### src/rtl/sd_adc_decimator.sv
// First-order sigma-delta front end with a 3rd-order CIC decimator (R=64).
// Produces a signed 16-bit PCM sample with a one-cycle valid strobe.
module sd_adc_decimator #(
    parameter int unsigned WARMUP = 4
) (
    input  logic               clk,
    input  logic               reset_n,
    input  logic               enable,
    input  logic               d_in,
    output logic               q_fb,
    output logic signed [15:0] pcm,
    output logic               pcm_valid
);

    localparam int unsigned      CW       = 19;
    localparam logic [2:0]       WARM_MAX = 3'(WARMUP);
    localparam logic signed [19:0] MIDPOINT = 20'sd131072;

    logic          s1_q, s1_d;
    logic          s2_q, s2_d;
    logic          q_fb_q, q_fb_d;
    logic [CW-1:0] i1_q, i1_d, i2_q, i2_d, i3_q, i3_d;
    logic [CW-1:0] z1_q, z1_d, z2_q, z2_d, z3_q, z3_d;
    logic [CW-1:0] comb_q, comb_d;
    logic [5:0]    cnt_q, cnt_d;
    logic [2:0]    warm_q, warm_d;
    logic          pend_q, pend_d;
    logic signed [15:0] pcm_q, pcm_d;
    logic          valid_q, valid_d;

    logic          tick;
    logic [CW-1:0] y1, y2, y3;
    logic signed [19:0] diff, shr;
    logic signed [15:0] pcm_sat;

    // Comb stage and PCM conversion are pure datapath from the registered state.
    always_comb begin
        tick = (cnt_q == 6'd63);
        y1   = i3_q - z1_q;
        y2   = y1 - z2_q;
        y3   = y2 - z3_q;
        diff = $signed({1'b0, comb_q}) - MIDPOINT;
        shr  = diff >>> 2;
        if (shr > 20'sd32767) begin
            pcm_sat = 16'sd32767;
        end else if (shr < -20'sd32768) begin
            pcm_sat = -16'sd32768;
        end else begin
            pcm_sat = shr[15:0];
        end
    end

    always_comb begin
        // NOTE: every _d gets a hold/default value first so no path leaves it unassigned (no latches).
        s1_d    = d_in;
        s2_d    = s1_q;
        q_fb_d  = q_fb_q;
        i1_d    = i1_q;
        i2_d    = i2_q;
        i3_d    = i3_q;
        z1_d    = z1_q;
        z2_d    = z2_q;
        z3_d    = z3_q;
        comb_d  = comb_q;
        cnt_d   = cnt_q;
        warm_d  = warm_q;
        pend_d  = 1'b0;
        pcm_d   = pcm_q;
        valid_d = 1'b0;

        if (!enable) begin
            // Idle: square-wave feedback parks the external integrator at midpoint.
            q_fb_d = ~q_fb_q;
            i1_d   = '0;
            i2_d   = '0;
            i3_d   = '0;
            z1_d   = '0;
            z2_d   = '0;
            z3_d   = '0;
            comb_d = '0;
            cnt_d  = '0;
            warm_d = '0;
            pcm_d  = '0;
        end else begin
            q_fb_d = s2_q;
            i1_d   = i1_q + {{(CW-1){1'b0}}, s2_q};
            i2_d   = i2_q + i1_q;
            i3_d   = i3_q + i2_q;
            cnt_d  = cnt_q + 6'd1;

            valid_d = pend_q;
            if (pend_q) begin
                pcm_d = pcm_sat;
            end

            if (tick) begin
                comb_d = y3;
                z1_d   = i3_q;
                z2_d   = y1;
                z3_d   = y2;
                pend_d = (warm_q == WARM_MAX);
                if (warm_q != WARM_MAX) begin
                    warm_d = warm_q + 3'd1;
                end
            end
        end
    end

    // NOTE: state is updated only here, with non-blocking assignments, so all registers see pre-edge values.
    always_ff @(posedge clk or negedge reset_n) begin
        if (!reset_n) begin
            s1_q    <= 1'b0;
            s2_q    <= 1'b0;
            q_fb_q  <= 1'b0;
            i1_q    <= '0;
            i2_q    <= '0;
            i3_q    <= '0;
            z1_q    <= '0;
            z2_q    <= '0;
            z3_q    <= '0;
            comb_q  <= '0;
            cnt_q   <= '0;
            warm_q  <= '0;
            pend_q  <= 1'b0;
            pcm_q   <= '0;
            valid_q <= 1'b0;
        end else begin
            s1_q    <= s1_d;
            s2_q    <= s2_d;
            q_fb_q  <= q_fb_d;
            i1_q    <= i1_d;
            i2_q    <= i2_d;
            i3_q    <= i3_d;
            z1_q    <= z1_d;
            z2_q    <= z2_d;
            z3_q    <= z3_d;
            comb_q  <= comb_d;
            cnt_q   <= cnt_d;
            warm_q  <= warm_d;
            pend_q  <= pend_d;
            pcm_q   <= pcm_d;
            valid_q <= valid_d;
        end
    end

    assign q_fb      = q_fb_q;
    assign pcm       = pcm_q;
    assign pcm_valid = valid_q;

endmodule

### config.mk
export PLATFORM = sky130hd
export DESIGN_NAME = sd_adc_decimator
export DESIGN_NICKNAME = d
export VERILOG_FILES = /design/src/rtl/sd_adc_decimator.sv
export SDC_FILE = /design/constraint.sdc
export NUM_CORES = 1
export LEC_CHECK = 0
export ABC_AREA = 1
export BUFFER_PORTS_ARGS = -buffer_cell sky130_fd_sc_hd__buf_2
export CAP_MARGIN = 20
export CORE_ASPECT_RATIO = 0.5
export CORE_UTILIZATION = 57
export DETAILED_ROUTE_END_ITERATION = 7
export HOLD_SLACK_MARGIN = 0.03
export PLACE_DENSITY = 0.73
export SYNTH_ARGS = -nofsm -noshare
export SYNTH_HDL_FRONTEND = slang
export SYNTH_SLANG_ARGS = --single-unit
### constraint.sdc
create_clock -name clk -period 5.1 [get_ports clk]
set_clock_uncertainty 0.05 [all_clocks]
set_input_delay 0 -clock clk [delete_from_list [all_inputs] [get_ports clk]]
set_output_delay 0 -clock clk [all_outputs]
set_load 0.01 [all_outputs]
=== Word-level counts from Yosys, hierarchy flattened ===
Cells that the tools add are included.

* Bits in registers: 163
* Latch bits: 0
* Bits in writable memories: 0
* Bits in read-only memories: 0
* Output and inout bits: 18
* Memories kept: 0

* Add/sub/neg operators: 9
* Multiply operators: 0
* Div/mod/pow operators: 0
* Magnitude comparators: 2
* Eq/ne operators: 6
* Shifts and indexed selects: 0
* Muxes and demuxes: 23
* Bitwise operators: 1
* Reductions and logical operators: 1

{| class="wikitable"
|+ Operators with widths
! kind !! number
|-
| $mux W19 || 11
|-
| $mux W16 || 4
|-
| $sub A19 B19 Y19 || 3
|-
| $add A19 B19 Y19 || 2
|-
| $sub A19 B18 Y20 const B || 1
|-
| $add A19 B1 Y19 || 1
|-
| $gt A18 B16 Y1 const B || 1
|-
| $lt A18 B16 Y1 const B || 1
|-
| $mux W3 || 3
|-
| $add A6 B1 Y6 const B || 1
|-
| $eq A6 B6 Y1 const B || 1
|-
| $mux W6 || 1
|-
| $ne A2 B1 Y1 const B || 3
|-
| $mux W1 || 4
|-
| $add A3 B1 Y3 const B || 1
|-
| $eq A3 B3 Y1 const B || 1
|-
| $ne A3 B3 Y1 const B || 1
|-
| $reduce_and A2 Y1 || 1
|-
| $not A1 Y1 || 1
|}

=== Logic depth before layout (Yosys ltp) ===
* Depth in word-level cells: 6
* Depth in mapped cells: 30

=== Least setup slack after synthesis ===
No wires, ideal clock.

* Path kind: flip-flop to flip-flop
* From: register i3_q[0]
* To: register comb_q[18]
* Setup time: 0.117 ns
* Arrival time: 3.995 ns
* Data required time: 4.933 ns
* Slack: 0.938 ns
* Stages on the path, launching flop included: 26
* Path buffers: 0
* Cells stage by stage: dfrtp_1 -> inv_1 -> ha_1 -> fa_1 -> inv_1 -> a21oi_1 -> o21bai_1 -> xnor2_1 -> inv_1 -> ha_1 -> nand2_1 -> o21ai_0 -> a21oi_4 -> o21ai_0 -> xnor2_1 -> inv_1 -> ha_1 -> a21oi_1 -> o21ai_0 -> a211oi_1 -> nand2_1 -> a21o_1 -> inv_1 -> nand2_1 -> nand3_1 -> nand2_1

* Longest elaborated chain between the ends: 5

{| class="wikitable"
|+ RTL lines
! item !! RTL line !! source
|-
| from (decl) || 22 || <nowiki>logic [CW-1:0] i1_q, i1_d, i2_q, i2_d, i3_q, i3_d;</nowiki>
|-
| from (signal assigned) || 133 || <nowiki>i3_q <= i3_d;</nowiki>
|-
| $sub A19 B19 Y19 || 39 || <nowiki>y1 = i3_q - z1_q;</nowiki>
|-
| $sub A19 B19 Y19 || 40 || <nowiki>y2 = y1 - z2_q;</nowiki>
|-
| $sub A19 B19 Y19 || 41 || <nowiki>y3 = y2 - z3_q;</nowiki>
|-
| $mux W19 || 96 || <nowiki>if (tick) begin</nowiki>
|-
| $mux W19 || 71 || <nowiki>if (!enable) begin</nowiki>
|-
| to (signal assigned) || 137 || <nowiki>comb_q <= comb_d;</nowiki>
|-
| to (decl) || 24 || <nowiki>logic [CW-1:0] comb_q, comb_d;</nowiki>
|}

No other way between the ends. The select of a mux whose other input is x is not followed.
A chain may end at the register's enable or synchronous reset.

=== Worst setup path in the final report ===
* From: register i3_q[0]
* To: register comb_q[17]

The elaborated chain is that of the path after synthesis.

==> out/results.tsv <==
stage	metric	value	unit
clock_network	numCtsBuffers	17	
drt	drtIter0Drc	409	
setup_path	cp-start-kind	flip-flop	
drt	wl	22600	µm
finish	antenna_cells	0	
drt	wl_per_cell	14.1	µm
finish	drive_gt1_share	8.44	%
power	power.density	434	mW/mm²
drt	drt_first_pass_iters	5	
timing	final_max_slew_viol_count	0	
global_routing	antenna_found_initial	0	
setup_path	end_kind	flip-flop	
timing	tightestPinTransition	954	ps
logic_synthesis	yosysSeqAreaShare	38.4	%
timing	min_period	4680	ps
power	power_switching	1.96	mW
clock_network	root_buffer	clkbuf_16	
timing	setup_viol	0	
job	cap_viol_max_count	0	
logic_synthesis	syn_area	0.0105	mm²
clock_network	cts_max_path_buffers	2	
die	die_y	98.0	µm
outcome	outcome	finished clean	
placed_design	gp_congestion	0.931	
finish	seq_area	0.00403	mm²
clock_network	htreeDepth	4	
power	power_leakage	5.93	nW
power	peakVddDrop	0.000266	V
power	pwr-share-comb	45.4	%
logic_synthesis	syn_nets	1431	
die	core-area	0.0177	mm²
logic_synthesis	ys.flop_type	dfrtp_1	
logic_synthesis	yosysWarnings	0	
clock_network	insertion_delay	430	ps
timing	setup_ws	418	ps
timing	tns	0	ps
timing	fin_crit_sh	91.8	%
die	start_util	59.3	%
power	swShare	39.2	%
timing	rsz0062_at_grt	false	
finish	fillers	1510	
finish	nNetsFinal	1454	
placed_design	hpwlAfterDp	16100	µm
timing	hold_viol	0	
setup_path	critPathArrivalTime	4990	ps
global_routing	grt-ovfl-total	0	
finish	fin_util	65.1	%
clock_network	clk_pin_slew_worst_paths	70	ps
hold_path	hold_class	in -> async	
global_routing	first_global_vias	8580	
setup_path	crit_type	reg -> reg	
logic_synthesis	syn_avg_cell_area	7.91	µm²
setup_path	crit_fanout	5	
power	seq_power_share	26.1	%
global_routing	grt_use_total	25.3	%
die	die_width	194	µm
timing	fmax	214	MHz
clock_network	cts_sinks	161	
placed_design	portBuffers	21	
logic_synthesis	synth_cells	1327	
drt	via_count	8695	
die	ioPinCount	22	
global_routing	grt_pass1_wl	38900	µm
finish	multi_input_area	0.00558	mm²
drt	drc	0	
timing	slew_headroom	36.1	%
logic_synthesis	synthArstFlopShare	100	%
die	die-area	0.0190	mm²
placed_design	place_ws	517	ps
finish	syn2layout_area_growth	9.68	%
logic_synthesis	synth_edf_count	0	
clock_network	cts_tree	done	
global_routing	grt_max_degree	73	
setup_path	critical_path_required	5410	ps
drt	avgViaCountPerCell	5.44	
drt	ant_nets	0	
die	num_rows	34	
logic_synthesis	ys_seq_elements	161	
power	power_frac_clock	28.6	%
power	intPower	3.04	mW
logic_synthesis	ys_types	52	
-- cells in the final DEF, fill, tap and decap left out, types with 8 or more instances in the layout --
cell type    n
nor2_1      67
nand4_1      9
dfrtp_1    161
ha_1        96
nand2_1    249
o22ai_1     20
inv_1      198
a21o_1      12
o21ai_0    140
nor3_1      18
xnor2_1     20
clkbuf_16   17
buf_2       20
o21ai_1     12
a21oi_1    131
nand3_2      9
inv_2        8
nand2_2      8
xor2_1      21
nand3_1     45
-- through the flow --
stage / total power [mW] / hold WS [ps] / cells / instance area [µm²]
after floorplan: 3.13 / -346 / 1327 / 10500
after global placement: 3.50 / -2.05 / 1563 / 10800
after detailed placement: 3.55 / 9.61 / 1563 / 10800
after CTS: 4.99 / 118 / 1597 / 11500
after global routing: 5.37 / 157 / 1597 / 11500
final: 5.00 / 101 / 1597 / 11500
-- what timing repair did --
| action | CTS | global route |
|---|---|---|
| hold endpoints to repair | 71 | 0 |
| setup endpoints to repair | 0 | 1 |
| setup buffers | 0 | 0 |
| hold buffers | 2 | 0 |
| resized for setup | 0 | 2 |
-- power by group through the flow --
stage | combinational (mW) | sequential (mW) | clock (mW)
2_1_floorplan | 1.81 | 1.32 | 0
3_3_place_gp | 2.18 | 1.32 | 0
3_5_place_dp | 2.23 | 1.33 | 0
4_1_cts | 2.23 | 1.30 | 1.45
5_1_grt | 2.57 | 1.30 | 1.51
6_report | 2.27 | 1.30 | 1.43
-- synthesized netlist by cell type (5+ instances only) --
cell,number,area share (%)
nand2_1,249,8.9
inv_1,198,7.1
dfrtp_1,161,38
o21ai_0,141,6.7
a21oi_1,131,6.2
ha_1,96,11
nor2_1,68,2.4
nand3_1,45,2.1
xor2_1,21,1.8
o22ai_1,20,1.2
xnor2_1,20,1.7
nor3_1,18,0.86
clkbuf_1,13,0.46
a21o_1,12,0.86
o21ai_1,11,0.52
buf_2,9,0.43
nand3_2,9,0.86
nand4_1,9,0.54
inv_2,8,0.29
nand2_2,8,0.48
a31oi_1,7,0.42
o31ai_1,7,0.50
nor2_2,6,0.36
o21a_1,6,0.43
a21oi_2,5,0.42
-- cell type report --
| type | count | area share, % |
|---|---|---|
| Sequential cell | 161 | 35.0 |
| Clock buffer | 21 | 3.91 |
| Clock inverter | 11 | 1.76 |
| Inverter | 207 | 6.75 |
| Tap cell | 234 | 2.54 |
| Timing Repair Buffer | 30 | 1.60 |
| Multi-Input combinational cell | 933 | 48.4 |
-- layer usage --
| metal | track usage [%] | vias up | routed length [µm] |
|---|---|---|---|
| li1 | - | 4476 | - |
| met1 | 32.3 | 4017 | 10800 |
| met2 | 42.9 | 156 | 10500 |
| met3 | 4.56 | 46 | 741 |
| met4 | 10.2 | 0 | 620 |
| met5 | 0 | - | 0 |
-- registers in the layout (all words and copies together) (netlist names) --
name       flops
comb_q        17
q_fb           1
s2_q           1
z1_q          19
i1_q          19
i2_q          19
z2_q          19
s1_q           1
cnt_q          6
z3_q          19
pcm           16
pend_q         1
i3_q          19
warm_q         3
pcm_valid      1
-- critical path: stages, from the launching register on --
cell and delay (ps):
dfrtp_1 350, inv_1 60, ha_1 260, fa_1 420, inv_1 120, a21oi_1 110, o21bai_1 170, xnor2_1 160
inv_1 60, ha_1 350, nand2_1 90, nor2_1 170, nand4_1 160, o211ai_2 260, a31oi_1 140, xnor2_1 280
ha_1 360, nand2_1 140, nor2_1 70, a211oi_1 260, nand2_1 130, nand2_1 100, nand2_1 70, a21oi_1 110
o21ai_0 100, o21ai_1 70
-- kinds of logic after synthesis --
| family | count (synthesis) | synth area share (%) |
|---|---|---|
| compound gates | 364 | 19.6 |
| xor+xnor | 41 | 3.42 |
| fa+ha+maj | 100 | 12.2 |
| buf+inv | 233 | 8.51 |
| flops | 161 | 38.4 |
| simple gates | 428 | 17.9 |
-- worst paths after layout --
check | to | cells after the start | start | slack, ps
max | comb_q[17] | 25 | i3_q[0] | 420
max reg2reg | comb_q[17] | 25 | i3_q[0] | 420
min reg2reg | s2_q | 0 | s1_q | 310
max in group asynchronous | i1_q[17] | 3 | reset_n | 3760
min in group clk | cnt_q[1] | 4 | enable | 120
min | pcm[1] | 2 | reset_n | 100
(Power assumes the default switching activity.)
